### src/rtl/axi4_lite_wr_reg_slave.sv
`default_nettype none
// ============================================================================
// Module   : axi4_lite_wr_reg_slave
// Purpose  : AXI4-Lite write-only endpoint. Terminates the AW, W and B
//            channels and accepts AW and W in either order, or together in
//            one cycle. Each channel has a one-entry holding register.
//            When both entries are full and the B slot can take a response,
//            the write is committed into a local register bank. Only the
//            bytes selected by the write strobes change. In-range addresses
//            return OKAY; all other addresses return SLVERR.
// Ports    : aclk_i      - clock
//            aresetn_i   - asynchronous active-low reset
//            awvalid_i / awready_o / awaddr_i       - write address channel
//            wvalid_i / wready_o / wdata_i / wstrb_i - write data channel
//            bvalid_o / bready_i / bresp_o           - write response channel
//            reg_q_o     - register bank; register k at [k*8N +: 8N]
//            wr_pulse_o  - one-cycle pulse per register on a committed write
// Revision : 1.0 - initial release
// ============================================================================
module axi4_lite_wr_reg_slave #(
  parameter int          A    = 32,
  parameter int          N    = 4,
  parameter int          NREG = 16,
  parameter logic [A-1:0] BASE = '0
) (
  input  logic                  aclk_i,
  input  logic                  aresetn_i,
  input  logic                  awvalid_i,
  output logic                  awready_o,
  input  logic [A-1:0]          awaddr_i,
  input  logic                  wvalid_i,
  output logic                  wready_o,
  input  logic [8*N-1:0]        wdata_i,
  input  logic [N-1:0]          wstrb_i,
  output logic                  bvalid_o,
  input  logic                  bready_i,
  output logic [1:0]            bresp_o,
  output logic [NREG*8*N-1:0]   reg_q_o,
  output logic [NREG-1:0]       wr_pulse_o
);

  localparam int DW = 8 * N;
  localparam int LG = $clog2(N);

  localparam logic [1:0] RESP_OKAY   = 2'b00;
  localparam logic [1:0] RESP_SLVERR = 2'b10;

  // Bit 0 of the state is the AW-held flag and bit 1 is the W-held flag.
  // This lets each ready come straight from a single state flop.
  localparam logic [1:0] S_EMPTY   = 2'b00;
  localparam logic [1:0] S_HAVE_AW = 2'b01;
  localparam logic [1:0] S_HAVE_W  = 2'b10;
  localparam logic [1:0] S_BOTH    = 2'b11;

  logic [1:0]      state_q, state_d;
  logic            aw_hs, w_hs, commit;

  logic [A-1:0]    awaddr_q;
  logic [DW-1:0]   wdata_q;
  logic [N-1:0]    wstrb_q;

  logic            bvalid_q, bvalid_d;
  logic [1:0]      bresp_q, bresp_d;

  logic [DW-1:0]   bank_q [NREG];
  logic [NREG-1:0] hit;
  logic [NREG-1:0] wr_pulse_q;

  logic [A-1:0]    off, idx;
  logic            in_range;

  // --------------------------------------------------------------------------
  // Hold FSM: state register
  // --------------------------------------------------------------------------
  always_ff @(posedge aclk_i or negedge aresetn_i) begin
    if (!aresetn_i) begin
      state_q <= S_EMPTY;
    end else begin
      state_q <= state_d;
    end
  end

  // --------------------------------------------------------------------------
  // Hold FSM: next state
  // --------------------------------------------------------------------------
  always_comb begin
    state_d = state_q;
    case (state_q)
      S_EMPTY: begin
        if (aw_hs && w_hs) state_d = S_BOTH;
        else if (aw_hs)    state_d = S_HAVE_AW;
        else if (w_hs)     state_d = S_HAVE_W;
      end
      S_HAVE_AW: if (w_hs)   state_d = S_BOTH;
      S_HAVE_W:  if (aw_hs)  state_d = S_BOTH;
      S_BOTH:    if (commit) state_d = S_EMPTY;
      default:   state_d = S_EMPTY;
    endcase
  end

  // --------------------------------------------------------------------------
  // Hold FSM: outputs and commit
  // A commit is allowed when the B slot is free or is being drained on this
  // edge. This gives back-to-back responses with no bubble.
  // --------------------------------------------------------------------------
  always_comb begin
    awready_o = ~state_q[0];
    wready_o  = ~state_q[1];
    aw_hs     = awvalid_i & ~state_q[0];
    w_hs      = wvalid_i  & ~state_q[1];
    commit    = (state_q == S_BOTH) & (~bvalid_q | bready_i);

    bvalid_d  = bvalid_q & ~bready_i;
    bresp_d   = bresp_q;
    if (commit) begin
      bvalid_d = 1'b1;
      bresp_d  = in_range ? RESP_OKAY : RESP_SLVERR;
    end
  end

  // --------------------------------------------------------------------------
  // Address decode
  // The low LG address bits are shifted out, so unaligned addresses select
  // the register that contains them. The awaddr_q >= BASE term catches
  // addresses below BASE, which wrap around to a large offset.
  // --------------------------------------------------------------------------
  always_comb begin
    off      = awaddr_q - BASE;
    idx      = off >> LG;
    in_range = (awaddr_q >= BASE) && (idx < A'(NREG));
    hit      = '0;
    for (int k = 0; k < NREG; k++) begin
      hit[k] = commit & in_range & (idx == A'(k));
    end
  end

  // --------------------------------------------------------------------------
  // Holding registers and B channel
  // --------------------------------------------------------------------------
  always_ff @(posedge aclk_i or negedge aresetn_i) begin
    if (!aresetn_i) begin
      awaddr_q   <= '0;
      wdata_q    <= '0;
      wstrb_q    <= '0;
      bvalid_q   <= 1'b0;
      bresp_q    <= RESP_OKAY;
      wr_pulse_q <= '0;
    end else begin
      if (aw_hs) awaddr_q <= awaddr_i;
      if (w_hs) begin
        wdata_q <= wdata_i;
        wstrb_q <= wstrb_i;
      end
      bvalid_q   <= bvalid_d;
      bresp_q    <= bresp_d;
      wr_pulse_q <= hit;
    end
  end

  // --------------------------------------------------------------------------
  // Register bank with byte-lane write enables
  // --------------------------------------------------------------------------
  always_ff @(posedge aclk_i or negedge aresetn_i) begin
    if (!aresetn_i) begin
      for (int k = 0; k < NREG; k++) begin
        bank_q[k] <= '0;
      end
    end else begin
      for (int k = 0; k < NREG; k++) begin
        if (hit[k]) begin
          for (int b = 0; b < N; b++) begin
            if (wstrb_q[b]) bank_q[k][b*8 +: 8] <= wdata_q[b*8 +: 8];
          end
        end
      end
    end
  end

  generate
    for (genvar k = 0; k < NREG; k++) begin : g_out
      assign reg_q_o[k*DW +: DW] = bank_q[k];
    end
  endgenerate

  assign bvalid_o   = bvalid_q;
  assign bresp_o    = bresp_q;
  assign wr_pulse_o = wr_pulse_q;

endmodule
`default_nettype wire

### config.mk
export PLATFORM = sky130hd
export DESIGN_NAME = axi4_lite_wr_reg_slave
export DESIGN_NICKNAME = d
export VERILOG_FILES = /design/src/rtl/axi4_lite_wr_reg_slave.sv
export SDC_FILE = /design/constraint.sdc
export NUM_CORES = 1
export LEC_CHECK = 0
export CAP_MARGIN = 20
export CORE_AREA = 5 5 236 238
export CTS_CLUSTER_DIAMETER = 40
export DETAILED_ROUTE_END_ITERATION = 7
export DIE_AREA = 0 0 241 243
export PLACE_DENSITY = 0.74
export SLEW_MARGIN = 20
export SYNTH_ARGS = -nofsm -noshare
export SYNTH_HDL_FRONTEND = slang
export SYNTH_SLANG_ARGS = --single-unit
### constraint.sdc
create_clock -name aclk_i -period 3.8 [get_ports aclk_i]
set_input_delay 0.57 -clock aclk_i [delete_from_list [all_inputs] [get_ports aclk_i]]
set_output_delay 0.57 -clock aclk_i [all_outputs]
set_load 0.01 [all_outputs]
==> results of run 1 <==
[registers in the layout, summed over array words and instances (netlist names)]
name,count
state_q,2
awaddr_q,30
reg_q_o,512
wr_pulse_o,16
bvalid_o,1
wdata_q,32
wstrb_q,4
bresp_o,1
[cells in the mapped netlist (all sizes together), types with 3 or more instances]
cell,instances,area (um^2)
nor2,6,22.5
nand3,5,25.0
nand4,65,407
nor4,50,379
nand2b,9,56.3
mux2i,3,30.0
dfrtp,598,15000
inv,4,15.0
ha,5,62.6
clkbuf,88,330
nor3,16,80.1
nor2b,8,50.1
o21ai,3,15.0
mux2,540,6080
buf,19,114
or4,22,184
nand2,123,462
[logic make-up after synthesis]
group,after synthesis
compound gates,7
fa+ha+maj,5
buf+inv,112
flops,598
mux,543
other cells,1
simple gates,312
[final timing paths]
check	from	to	slack (ns)
worst max-delay path	awaddr_q[14]	reg_q_o[12]	0.65
max in group asynchronous	aresetn_i	reg_q_o[152]	2.81
min in group aclk_i	wstrb_i[0]	wstrb_q[0]	0.49
worst min register to register	reg_q_o[148]	reg_q_o[148]	0.50
worst min-delay path	aresetn_i	reg_q_o[41]	-0.009
worst max register to register	awaddr_q[14]	reg_q_o[12]	0.65
[where the power goes]
| part | internal [mW] | switching [mW] | total [mW] |
|---|---|---|---|
| Sequential | 6.71 | 1.28 | 7.99 |
| Clock | 5.03 | 3.03 | 8.05 |
| Combinational | 0.573 | 1.03 | 1.60 |
| Total | 12.3 | 5.34 | 17.7 |
[cell type report]
cell class / instances / area, um^2 / area share
Sequential cell: 598 / 15000 / 0.452
Multi-Input combinational cell: 868 / 7970 / 0.241
Timing Repair Buffer: 629 / 6310 / 0.191
Clock buffer: 96 / 2220 / 0.0670
Tap cell: 696 / 871 / 0.0263
Clock inverter: 55 / 731 / 0.0221
Inverter: 5 / 18.8 / 0.000567
Antenna cell: 6 / 15.0 / 0.000454
[per-stage QoR]
stage                     utilization  power (mW)  hold slack [ns]  instance area (um^2)  cells
after floorplan                     -        8.51            0.274                 23400   1578
after CTS                       0.620        17.8         0.000446                 33100   2947
after detailed placement        0.564        9.73            0.491                 30100   2796
after global routing            0.620        18.4           0.0260                 33100   2953
final                           0.620        17.7         -0.00921                 33100   2953
after global placement          0.564        9.63            0.486                 30100   2796
[worst max-delay path, stage by stage, from the launching register on]
cell and delay, ns:
dfrtp_1 0.38, nor4_1 0.41, and2_2 0.82, nand4_1 0.86
mux2_2 0.55
[layer usage]
metal	up-vias	track usage	share of wire
met5	-	0	0.00055
met4	6	0.0966	0.035
met3	139	0.0759	0.074
met2	559	0.417	0.50
met1	8226	0.307	0.39
li1	6908	-	-
==> flow_metrics.py, run 1 <==
metrics = {
    "floorplan": {
        "coreArea_um2": 53400,
        "initial_utilization": 0.438,
        "fp-row-count": 85,
        "die-width_um": 241,
        "die_h_um": 243,
        "floorplan.io_pins": 606,
        "floorplan.die_area_um2": 58600,
    },
    "route": {
        "wire_per_inst_um": 25.2,
        "routed_wirelength_um": 74400,
        "drt_iter0_drc": 860,
        "ant_nets": 0,
        "drc": 0,
        "drtPass1Iterations": 5,
        "total_via_count_in_the_routed_design": 15838,
        "viasPerCell": 5.36,
    },
    "layout": {
        "layout_commonest_cell": "clkdlybuf4s50_1",
        "mostFrequentLayoutCells": "clkdlybuf4s50_1 (601), dfrtp_1 (597), mux2_2 (540)",
        "num-fill-cells": 4026,
        "layout-drive-gt1-share": 0.326,
        "final_nets": 2262,
        "area_grow_syn2layout_pct": 41.6,
    },
    "synthesis": {
        "yosys_register_bits": 598,
        "synth-adder-area-share": 0.00268,
        "syn-cell-area_um2": 23400,
        "netlist_instances": 1578,
        "synth_simple_gate_area_frac": 0.0735,
        "synthesis.yosys.warnings": 0,
        "mappedNetlistNets": 1656,
        "synth_seq_area_share": 0.641,
        "post_synth_mux_area_share": 0.262,
        "mean_post_synth_cell_area_um2": 14.8,
        "synth-compound-area-share": 0.00171,
        "synth_top_family_by_area": "multiplexers",
        "synthXorXnorAreaFrac": 0,
        "ys_dominant_reg_cell": "dfrtp_1",
        "yosys.cell_types.count": 33,
        "asyncSetResetFlopFracSynth": 1.00,
        "post_synth_edffs": 0,
    },
    "global_route": {
        "grt.overflow.total": 0,
        "first_global_vias": 16836,
        "grt_usage": 0.250,
        "first_pass_grt_wire_length_um": 111000,
        "grt_antenna_before_repair": 9,
        "grt_max_degree": 94,
    },
    "power_and_ir_drop": {
        "power_density_nw_per_um2": 533,
        "leakagePower_nw": 15.7,
        "max_ir_drop_vdd_v": 0.000373,
    },
    "clock_network": {
        "cts_tree": "built",
        "clock_sinks": 598,
        "clock_tree.buffer_depth": 3,
        "clk_root_buffer_cell": "clkbuf_16",
        "cts.reportedPaths.clkPinSlew_ns": 0.06,
        "cts-resized-gates": 0,
        "clock_tree.htree_level_count": 3,
        "clk_latency_ns": 0.62,
        "numCtsBuffers": 82,
        "ctsHoldBuffers": 0,
        "postCtsSetupBuffers": 0,
    },
    "critical_path": {
        "timing.reg2reg.worst_path_depth": 4,
        "crit_path_max_fanout": 46,
        "worst_setup_path_start_kind": "flip-flop",
        "critPathArrivalTime_ns": 3.65,
        "critical_path_class": "reg2reg",
        "worst_ep_required_time_ns": 4.29,
        "cp-end-kind": "flip-flop",
    },
    "placement": {
        "final_weighted_congestion_in_routability_driven_placement": 0.804,
        "placement.io_buffers": 602,
        "dpl.hpwl_um": 52200,
        "place_worst_setup_slack_ns": 0.656,
    },
    "outcome": {
        "failing_checks": "hold timing",
        "run_status": "complete, but fails checks",
    },
    "sta": {
        "max_slew_violation_total_from_the_final_report": 0,
        "hold_viol": 3,
        "worstMarginPinSlew_ns": 0.991,
        "grt_setup_unrepaired": "no",
        "report.final.setup_viol": 0,
        "fmax_mhz": 317,
        "setup_slack_ns": 0.647,
        "holdWs_ns": -0.00921,
        "setup_clock_skew_after_layout_ns": 0.0260,
        "post-route-period-util": 0.830,
        "post-route-min-period_ns": 3.15,
        "worst_slew_margin_rel": 0.338,
        "fin_setup_tns_ns": 0,
    },
    "flow_run": {
        "cap_violations": 0,
    },
    "hold_path": {
        "min-delay-path-class": "in2async",
    },
}
Note: power is estimated with default switching activity, not from simulation.
==> run 2, diff against run 1 <==
Settings changed: CORE_AREA 5 5 236 238 to not set, CORE_MARGIN set to 5, CORE_UTILIZATION set to 44, DIE_AREA 0 0 241 243 to not set, PLACE_DENSITY 0.74 to 0.77.
Clock period 3.8 ns to 2.8 ns, I/O delays scaled along.
==> flow_metrics.py, run 2 (synthesis gave the netlist of run 1 again) <==
metrics = {
    "route": {
        "routed_wirelength_um": 75500,
        "ant_nets": 0,
        "total_via_count_in_the_routed_design": 16338,
        "drc": 0,
        "drt_iter0_drc": 873,
        "drtPass1Iterations": 5,
        "wire_per_inst_um": 25.2,
        "viasPerCell": 5.45,
    },
    "placement": {
        "placement.io_buffers": 602,
        "placement.cell_area_um2": 30600,
        "final_weighted_congestion_in_routability_driven_placement": 0.820,
        "dpl.hpwl_um": 53300,
        "place_inst": 2848,
    },
    "layout": {
        "mostFrequentLayoutCells": "clkdlybuf4s50_1 (601), dfrtp_1 (597), mux2_2 (540)",
        "post-route-util": 0.636,
        "finish.cell_count_without_fillers": 3000,
        "multi_input_comb_area_um2": 7970,
        "layout_commonest_cell": "clkdlybuf4s50_1",
        "layout.cell_area.non_filler_um2": 33400,
        "num-fill-cells": 3900,
        "largest_register_ffs": 512,
        "layout-drive-gt1-share": 0.342,
        "area_grow_syn2layout_pct": 43.1,
        "final_nets": 2321,
        "sequential_cell_area_um2": 15000,
    },
    "power_and_ir_drop": {
        "max_ir_drop_vdd_v": 0.000529,
        "leakagePower_nw": 15.9,
        "power_density_nw_per_um2": 710,
        "fin_total_pwr_mw": 23.7,
    },
    "clock_network": {
        "clk_latency_ns": 0.61,
        "clock_tree.htree_level_count": 3,
        "numCtsBuffers": 79,
        "cts.reportedPaths.clkPinSlew_ns": 0.06,
        "clock_tree.buffer_depth": 3,
        "clk_root_buffer_cell": "clkbuf_16",
        "clock_sinks": 598,
        "cts_tree": "built",
    },
    "hold_path": {
        "hold-path-endpoint": "wdata_q[14]",
        "worst_hold_stages": 3,
        "min-delay-path-class": "in2reg",
        "min-delay-start": "wdata_i[14]",
    },
    "sta": {
        "max_slew_violation_total_from_the_final_report": 0,
        "grt_setup_unrepaired": "yes",
        "report.final.setup_viol": 0,
        "holdWs_ns": 0.348,
        "fmax_mhz": 363,
        "post-route-min-period_ns": 2.76,
        "hold_viol": 0,
        "setup_clock_skew_after_layout_ns": 0.0311,
        "worst_slew_margin_rel": 0.436,
        "worstMarginPinSlew_ns": 0.846,
        "post-route-period-util": 0.985,
    },
    "global_route": {
        "grt_max_degree": 76,
        "grtUsageMet3": 0.0833,
        "met1_usage": 0.309,
        "groute.layer.met2.usage": 0.421,
        "busiest_layer": "met2",
        "grt_usage": 0.255,
        "first_pass_grt_wire_length_um": 111000,
        "first_global_vias": 17405,
        "grt_antenna_before_repair": 7,
        "grt.overflow.total": 0,
    },
    "critical_path": {
        "reg2reg_slack_ns": 0.04,
        "timing.reg2reg.worst_path_depth": 4,
        "cp_slowest_cell": "nor2_1",
        "critPathArrivalTime_ns": 3.24,
        "crit-reg2reg-launch": "awaddr_q[2]",
        "worst-path-buf-inv": 0,
        "cp_cell_sequence": "nor2_1 > nand4_1 > or4_1 > mux2_2",
        "slowest_delay_ns": 0.76,
        "worst_path_dominant_cell_family": "simple AND/OR/NAND/NOR gates",
        "worst_ep_required_time_ns": 3.28,
        "critical_path_class": "reg2reg",
        "cp-end-kind": "flip-flop",
        "worstReg2RegEnd": "reg_q_o[132]",
        "crit_path_max_fanout": 17,
        "worst_setup_path_start_kind": "flip-flop",
    },
    "floorplan": {
        "coreArea_um2": 52600,
        "initial_utilization": 0.445,
        "die-width_um": 240,
        "fp-row-count": 84,
        "die_h_um": 240,
        "floorplan.io_pins": 606,
        "floorplan.die_area_um2": 57800,
    },
    "outcome": {
        "run_status": "finished clean",
    },
    "flow_run": {
        "cap_violations": 0,
    },
}
[run 2: cell count changes in the layout (fill, tap and decap cells not counted), sizes merged]
cell,change
buf,+61
clkbuf,-3
clkinv,-3
clkinvlp,-2
diode,+1
dlygate4sd3,+1
[run 2: worst max path at each step]
| stage | start | depth (start not counted) | to |
|---|---|---|---|
| finish | awaddr_q[2] | 4 | reg_q_o[132] |
| global route | awaddr_q[2] | 4 | reg_q_o[144] |
| CTS | awaddr_q[4] | 4 | reg_q_o[406] |
| detailed placement | awaddr_q[2] | 4 | reg_q_o[167] |
| global placement | awaddr_q[2] | 4 | reg_q_o[179] |
| floorplan | awaddr_q[9] | 4 | reg_q_o[56] |
[run 2: report_power, final]
group | switching (mW) | leakage [nW] | internal [mW]
Combinational | 1.51 | 6.32 | 0.851
Sequential | 1.73 | 8.22 | 9.11
Clock | 3.97 | 1.35 | 6.56
[run 2: final cells by class]
type / count / share of cell area
Clock inverter: 50 / 0.0197
Clock buffer: 93 / 0.0637
Tap cell: 688 / 0.0258
Antenna cell: 7 / 0.000524
Multi-Input combinational cell: 868 / 0.238
Timing Repair Buffer: 691 / 0.203
Inverter: 5 / 0.000674
Sequential cell: 598 / 0.448
[run 2: what timing repair did]
item,CTS,global route
setup endpoints to repair,10,30
hold endpoints to repair,56,0
resized for setup,1,1
pin swaps,0,2
hold buffers,1,0
buffers inserted,0,1
[run 2: stage by stage]
stage	TNS, ns	worst slack, ns
floorplan	0	0.480
global placement	0	0.0278
detailed placement	-0.00162	-0.00146
CTS	0	0.0173
global route	-0.0243	-0.0115
finish	0	0.0415
[run 2: tightest hold or removal path: cells and delay by family]
family | cells | cell delay, ns
buf+inv | 1 | 0.40
simple gates | 2 | 0.10
[run 2: routing by layer]
metal | up-vias | routed length, um
met5 | - | 13
met4 | 2 | 3060
met3 | 164 | 6570
met2 | 673 | 37300
met1 | 8483 | 28500
li1 | 7016 | -
